[src/rtl/stream_delay_pkg.sv]
// Shared types and constants for the buffered stream delayer.
// The delay-mode enum selects where each accepted beat gets its delay value.
package stream_delay_pkg;

    typedef enum logic [1:0] {
        DelayFixed   = 2'd0,
        DelayRandom  = 2'd1,
        DelayRuntime = 2'd2
    } delay_mode_e;

    localparam logic [15:0] LfsrSeed = 16'hACE1;

endpackage

[src/rtl/delay_lfsr.sv]
// 16-bit Galois LFSR (x^16+x^14+x^13+x^11+1) used as the random delay source.
// Advances one step per cycle while en_i is high; otherwise holds.
module delay_lfsr
    import stream_delay_pkg::*;
(
    input  logic        clk_i,
    input  logic        rst_ni,
    input  logic        en_i,
    output logic [15:0] q_o
);

    localparam logic [15:0] TapMask = 16'hB400;

    logic [15:0] lfsr_q;
    logic [15:0] lfsr_d;

    always_comb begin
        lfsr_d = lfsr_q;
        if (en_i) begin
            lfsr_d = {1'b0, lfsr_q[15:1]} ^ (lfsr_q[0] ? TapMask : 16'h0000);
        end
    end

    always_ff @(posedge clk_i or negedge rst_ni) begin
        if (!rst_ni) begin
            lfsr_q <= LfsrSeed;
        end else begin
            lfsr_q <= lfsr_d;
        end
    end

    assign q_o = lfsr_q;

endmodule

[src/rtl/stream_delay_buffered.sv]
// In-order buffered stream delayer: up to Depth beats queued, each released once
// its own delay (fixed, LFSR-random or sampled from delay_i) has counted down.
module stream_delay_buffered
    import stream_delay_pkg::*;
#(
    parameter int unsigned PayloadWidth = 32,
    parameter int unsigned Depth        = 4,
    parameter int unsigned DelayWidth   = 4,
    parameter delay_mode_e Mode         = DelayFixed,
    parameter int unsigned FixedDelay   = 1
) (
    input  logic                         clk_i,
    input  logic                         rst_ni,
    input  logic                         flush_i,
    input  logic [DelayWidth-1:0]        delay_i,
    input  logic                         valid_i,
    output logic                         ready_o,
    input  logic [PayloadWidth-1:0]      payload_i,
    output logic                         valid_o,
    input  logic                         ready_i,
    output logic [PayloadWidth-1:0]      payload_o,
    output logic [$clog2(Depth+1)-1:0]   usage_o
);

    localparam int unsigned UsageWidth = $clog2(Depth + 1);
    localparam int unsigned PtrWidth   = (Depth > 1) ? $clog2(Depth) : 1;
    localparam logic [PtrWidth-1:0]   LastPtr   = PtrWidth'(Depth - 1);
    localparam logic [UsageWidth-1:0] FullCount = UsageWidth'(Depth);

    logic [PayloadWidth-1:0] payload_q [Depth];
    logic [DelayWidth-1:0]   cnt_q     [Depth];
    logic [Depth-1:0]        occupied_q;
    logic [Depth-1:0]        occupied_d;
    logic [PtrWidth-1:0]     wr_ptr_q;
    logic [PtrWidth-1:0]     rd_ptr_q;
    logic [UsageWidth-1:0]   usage_q;

    logic                    full;
    logic                    empty;
    logic                    head_due;
    logic                    push;
    logic                    pop;
    logic [DelayWidth-1:0]   delay_sel;
    logic [15:0]             lfsr_q;
    logic                    lfsr_unused;

    function automatic logic [PtrWidth-1:0] ptr_inc(input logic [PtrWidth-1:0] ptr);
        return (ptr == LastPtr) ? '0 : ptr + PtrWidth'(1);
    endfunction

    assign full     = (usage_q == FullCount);
    assign empty    = (usage_q == '0);
    assign head_due = (cnt_q[rd_ptr_q] == '0);

    // Handshake: a beat moves on a side only in a cycle where that side's valid and
    // ready are both high. ready_o is a function of fill level and flush only (never
    // ready_i), and valid_o is a function of stored state and flush only (never valid_i),
    // so a raised valid_o with its payload stays put until the consumer takes it.
    assign ready_o   = !full && !flush_i;
    assign valid_o   = !empty && head_due && !flush_i;
    assign push      = valid_i && ready_o;
    assign pop       = valid_o && ready_i;
    assign payload_o = valid_o ? payload_q[rd_ptr_q] : '0;
    assign usage_o   = usage_q;

    delay_lfsr u_lfsr (
        .clk_i  (clk_i),
        .rst_ni (rst_ni),
        .en_i   (push),
        .q_o    (lfsr_q)
    );

    // Only the low DelayWidth bits feed the delay; the rest is deliberately dropped.
    assign lfsr_unused = ^lfsr_q;

    always_comb begin
        delay_sel = DelayWidth'(FixedDelay);
        case (Mode)
            DelayRandom:  delay_sel = lfsr_q[DelayWidth-1:0];
            DelayRuntime: delay_sel = delay_i;
            default:      delay_sel = DelayWidth'(FixedDelay);
        endcase
    end

    always_comb begin
        occupied_d = occupied_q;
        if (pop) begin
            occupied_d[rd_ptr_q] = 1'b0;
        end
        if (push) begin
            occupied_d[wr_ptr_q] = 1'b1;
        end
    end

    always_ff @(posedge clk_i or negedge rst_ni) begin
        if (!rst_ni) begin
            wr_ptr_q   <= '0;
            rd_ptr_q   <= '0;
            usage_q    <= '0;
            occupied_q <= '0;
        end else if (flush_i) begin
            wr_ptr_q   <= '0;
            rd_ptr_q   <= '0;
            usage_q    <= '0;
            occupied_q <= '0;
        end else begin
            if (push) begin
                wr_ptr_q <= ptr_inc(wr_ptr_q);
            end
            if (pop) begin
                rd_ptr_q <= ptr_inc(rd_ptr_q);
            end
            case ({push, pop})
                2'b10:   usage_q <= usage_q + UsageWidth'(1);
                2'b01:   usage_q <= usage_q - UsageWidth'(1);
                default: usage_q <= usage_q;
            endcase
            occupied_q <= occupied_d;
        end
    end

    // Every queued beat counts down in parallel; a freshly written entry starts next cycle.
    always_ff @(posedge clk_i or negedge rst_ni) begin
        if (!rst_ni) begin
            for (int i = 0; i < int'(Depth); i++) begin
                payload_q[i] <= '0;
                cnt_q[i]     <= '0;
            end
        end else begin
            for (int i = 0; i < int'(Depth); i++) begin
                if (push && (wr_ptr_q == PtrWidth'(i))) begin
                    payload_q[i] <= payload_i;
                    cnt_q[i]     <= delay_sel;
                end else if (occupied_q[i] && (cnt_q[i] != '0)) begin
                    cnt_q[i] <= cnt_q[i] - DelayWidth'(1);
                end
            end
        end
    end

endmodule

[config.mk]
export PLATFORM = sky130hd
export DESIGN_NAME = stream_delay_buffered
export DESIGN_NICKNAME = d
export VERILOG_FILES = /design/src/rtl/stream_delay_pkg.sv /design/src/rtl/delay_lfsr.sv /design/src/rtl/stream_delay_buffered.sv
export SDC_FILE = /design/constraint.sdc
export NUM_CORES = 1
export LEC_CHECK = 0
export CAP_MARGIN = 10
export CORE_MARGIN = 4
export CORE_UTILIZATION = 40
export DETAILED_ROUTE_END_ITERATION = 8
export DONT_BUFFER_PORTS = 1
export SLEW_MARGIN = 10
export SYNTH_ARGS = -nofsm -noshare
export SYNTH_HDL_FRONTEND = slang
export SYNTH_HIERARCHICAL = 1
export SYNTH_SLANG_ARGS = --single-unit
[constraint.sdc]
create_clock -name clk_i -period 2.7 [get_ports clk_i]
set_input_delay 0.81 -clock clk_i [delete_from_list [all_inputs] [get_ports clk_i]]
set_output_delay 0.81 -clock clk_i [all_outputs]
set_load 0.02 [all_outputs]
==> impl.org <==
** Setup path
- Critical Path Sink Type :: output port
- Reg2reg path depth :: 10
- At the worst endpoint, the arrival time is 1.92 ns.
- Kind of launch point of the worst setup path :: flip-flop
- Worst-path cell chain :: buf_12 -> mux4_2 -> and3_4
- Crit path max-delay cell type :: sky130_fd_sc_hd__mux4_2
- STA puts the critical path data required time at between 1.5 and 2 ns.
- Max FO, Critical Path :: 11
- Among cell families on the critical path, the largest total delay comes from multiplexers.
- Worst reg-to-reg setup slack :: about 0.36 ns
- The critical path is of the reg2out type.
- Buffers & Inverters on Critical Path :: 1
- CP peak stage delay :: roughly 0.57 ns
- Capture instance of the worst register-to-register path :: usage_o[1]$_DFFE_PN0P_
- Startpoint of the worst register-to-register path :: cnt_q[2]$_DFFE_PN0P_

** Synthesis
- In this run, synthesis inferred 0 flip-flops with an integrated enable.
- Mapped cell area :: 7380 um2
- Counting every net in the synthesized netlist gives between 800 and 900.
- Of the post-synthesis cell area, the dominant cell type holds a little over half.
- For this run, the leading register cell type out of synthesis is sky130_fd_sc_hd__dfrtp_1.
- The number of different library cells used by synthesis comes to 36.
- The synthesized netlist devotes between 2 and 2.5% of its cell area to adder and majority cells.
- Top cells by area, synth :: sky130_fd_sc_hd__dfrtp_1 (53%), sky130_fd_sc_hd__nand2_1 (20%), sky130_fd_sc_hd__mux4_2 (9.8%)
- Post-synthesis compound-gate area fraction :: under 10%
- After synthesis, the share of flip-flops with an asynchronous set or reset is 100%.
- By area, the combinational part of the netlist is dominated by simple AND/OR/NAND/NOR gates.
- Register bit count reported by yosys :: around 160
- The portion of synthesized area spent on multiplexers is approximately a tenth.
- Of the total synthesized cell area, the portion taken by XOR and XNOR cells is under 10%.
- Warnings from Yosys :: 6
- Cell accounting for the most synthesized area :: sky130_fd_sc_hd__dfrtp_1
- Area share of and/or/nand/nor cells after synthesis :: around 27%
- Averaged over all synthesized cells, the footprint is around 9.3 um2.
- The share of the Yosys chip area taken by registers is a little over half.
- Cells after synthesis :: just under 800

** Timing
- Across the routed clock network, the largest skew measured is 0.00596 ns.
- Rel. slew slack :: 59.7%
- Slew at the pin closest to its max-slew limit :: between 0.5 and 0.6 ns
- Pins Over Slew Limit :: 0
- Unrepaired setup endpoints after global routing :: yes
- Setup violations remaining at the end of the flow were counted as 18.
- Timing would allow up to 367 MHz.
- The count of endpoints failing hold in the final timing report is 0.
- The routed design could run at a clock period as short as roughly 2.7 ns.
- After layout, the worst setup slack is -0.0259 ns.
- The worst path uses 101% of the clock period.

** Floorplanning
- The die is between 100 and 150 um tall.
- The floorplan step defined a die boundary enclosing a little over 20000 um2.
- Number of primary I/O pins :: roughly 80
- Once the floorplan was initialized, standard cells occupied 40.8% of the core.
- Cell row count :: 49
- Overall die width :: roughly 140 um
- The region available for standard cell placement spans 18100 um2.

** Route
- Overall via count from detail_route :: between 5000 and 6000
- Number of remaining DRC errors :: 0
- Number of DRC markers after the initial detailed-route iteration :: about 360
- Routed Wire Length :: between 15 and 20 mm
- After detailed routing, the number of vias per cell comes to roughly 5.1.
- The first TritonRoute pass finished after 4 iterations.
- ANT nets after route :: 0
- After detailed routing, the average wire length per cell comes to roughly 18 um.

** Pwr
- Combinational cells account for 22.4% of the total power.
- Overall power after layout :: around 0.007 W
- Net switching is about 29% of the power.
- Clock network fraction of total power :: between 30% and 40%
- Sequential group share of total power :: 47.0%
- IR analysis of the VDD net gives a maximum drop of around 0.44 mV.
- PD cells :: around 810 nW/um2
- Reported leakage power :: about 4.3 nW
- P_sw :: between 0.002 and 0.0025 W
- Int Power :: just under 0.005 W

** Finish
- Cells with a size suffix above 1 make up between 10% and 20% of the layout.
- Layout Utilization :: a little under half
- Total Nets Final :: between 800 and 900
- Layout overhead on the synthesized area :: 16.5%
- The repair_antennas step left the layout with diodes totalling 0.
- Most frequent cells in the layout :: sky130_fd_sc_hd__nand2_1 (402), sky130_fd_sc_hd__dfrtp_1 (154), sky130_fd_sc_hd__buf_4 (33), sky130_fd_sc_hd__mux4_2 (32), sky130_fd_sc_hd__and3_4 (32)
- Leaving out fill and tap cells, the most frequent cell in the layout is sky130_fd_sc_hd__nand2_1.

** Clock tree
- Clock Tree Root :: sky130_fd_sc_hd__clkbuf_16
- H-tree Lvls :: 4
- The number of clock buffers added by TritonCTS is 17.
- Hold buffer count at cts :: 0
- CTS sink cnt :: 155
- TritonCTS clock tree :: built
- Clock-pin slew was measured on the worst setup and hold paths at around 0.060 ns.
- Maximum clock path buffer count :: 2
- Clock insertion delay at the later pin of the skew report :: between 0.4 and 0.5 ns

** Global routing
- Entering global routing, the biggest net connects approximately 160 pins.
- Tot GR Track Use :: around a fifth
- First-pass GRT wire length :: between 20 and 30 mm
- Aggregate global routing overflow :: 0
- Vias in the first global route :: around 5400
- The initial antenna violation count was 0.

** Worst hold path
- The worst hold path belongs to the class in2async.

** Placement
- After legalization and detailed placement, the total HPWL measured roughly 11 mm.
- RePlAce Congestion :: approximately 0.76
- In this run the tool buffered the top-level ports with 0 buffer cells.

** Job
- Max-cap violations in this run came to 0.

** Status
- Status :: complete, but fails checks
- Violations in the final reports :: setup timing
==> flip-flops by register name, summed over array words and instances, names as in the netlist <==
signal      count
usage_o         3
occupied_q      4
cnt_q          16
wr_ptr_q        2
payload_q     128
rd_ptr_q        2
==> worst reg2reg max path: stages (launching register included) <==
cell,delay [ns]
sky130_fd_sc_hd__dfrtp_1,0.39
sky130_fd_sc_hd__nor3_2,0.22
sky130_fd_sc_hd__nand4b_1,0.15
sky130_fd_sc_hd__buf_4,0.16
sky130_fd_sc_hd__buf_4,0.13
sky130_fd_sc_hd__a41oi_4,0.24
sky130_fd_sc_hd__nor2b_4,0.19
sky130_fd_sc_hd__fa_1,0.40
sky130_fd_sc_hd__nor3b_1,0.15
sky130_fd_sc_hd__o21ai_1,0.12
sky130_fd_sc_hd__nand2_1,0.07
==> layout make-up <==
type,count,area (um2)
clock buffers,23,468
clock inverters,7,43.8
fillers,1671,9490
inverters,16,62.6
multi-input cells,573,3400
flip-flops and latches,155,3880
well taps,229,287
repair buffers,44,457
==> per-layer routing <==
metal | vias up | GRT usage (%) | part of all wire [%] | wire length [um]
met3 | 14 | 4.76 | 5.7 | 1050
met1 | 2632 | 25.8 | 45 | 8280
met5 | - | 0 | 0 | 0
met4 | 0 | 4.61 | 1.3 | 243
li1 | 2582 | - | - | -
met2 | 132 | 29.6 | 48 | 8810
==> repair_timing <==
action,CTS,global route
resized for setup,81,8
setup endpoints to repair,33,33
setup buffers,9,1
pin swaps,7,5
hold endpoints to repair,0,0
gates cloned,2,0
==> worst max-delay path by stage <==
stage                                       start                endpoint  slack, ns  cells after the start
after floorplan                           flush_i  usage_o[1]$_DFFE_PN0P_      0.001                      9
after global placement       cnt_q[0]$_DFFE_PN0P_            payload_o[6]       0.22                      5
after detailed placement     cnt_q[0]$_DFFE_PN0P_            payload_o[8]       0.21                      5
after CTS                 rd_ptr_q[0]$_DFFE_PN0P_           payload_o[22]      -0.05                      3
after global routing         cnt_q[2]$_DFFE_PN0P_           payload_o[23]      -0.10                      6
final                     rd_ptr_q[0]$_DFFE_PN0P_           payload_o[22]      -0.03                      3
==> cells by family after synthesis <==
family | after synthesis
fa+ha+maj | 13
compound gates | 21
mux | 34
xor+xnor | 13
simple gates | 492
flops | 155
buf+inv | 62
==> cells in the mapped netlist, types with 2 or more instances <==
cell                       instances
sky130_fd_sc_hd__xor2_1            9
sky130_fd_sc_hd__and2_1            4
sky130_fd_sc_hd__nand2_2           2
sky130_fd_sc_hd__nand2_1         402
sky130_fd_sc_hd__a21boi_0          4
sky130_fd_sc_hd__nor2_1           29
sky130_fd_sc_hd__o31ai_1           3
sky130_fd_sc_hd__dfrtp_1         155
sky130_fd_sc_hd__clkbuf_1         14
sky130_fd_sc_hd__nand4_1           5
sky130_fd_sc_hd__buf_2            31
sky130_fd_sc_hd__mux4_2           32
sky130_fd_sc_hd__inv_1            16
sky130_fd_sc_hd__a311oi_1          4
sky130_fd_sc_hd__nor3_1            4
sky130_fd_sc_hd__mux2i_1           2
sky130_fd_sc_hd__a211oi_1          4
sky130_fd_sc_hd__a21oi_1           2
sky130_fd_sc_hd__and3_1           34
sky130_fd_sc_hd__ha_1             12
sky130_fd_sc_hd__nand3b_1          4
sky130_fd_sc_hd__xnor2_1           4
==> stage by stage <==
step,worst slack (ns),cells,TNS [ns],hold slack (ns),instance area [um2]
after floorplan,0.00121,790,0,0.440,7390
after global placement,0.218,1005,0,0.453,7730
after detailed placement,0.214,1005,0,0.457,7730
after CTS,-0.0480,1046,-0.501,0.0712,8570
after global routing,-0.102,1047,-2.62,0.0599,8600
final,-0.0259,1047,-0.246,0.0842,8600
==> power by group through the flow <==
stage | clock network, W | registers (W) | logic (W)
finish | 0.00214 | 0.00328 | 0.00157
global route | 0.00228 | 0.00335 | 0.00176
detailed placement | 0 | 0.00330 | 0.00131
global placement | 0 | 0.00330 | 0.00126
CTS | 0.00218 | 0.00327 | 0.00158
floorplan | 0 | 0.00322 | 0.00103
No activity file was read; power rests on OpenSTA's default activity.
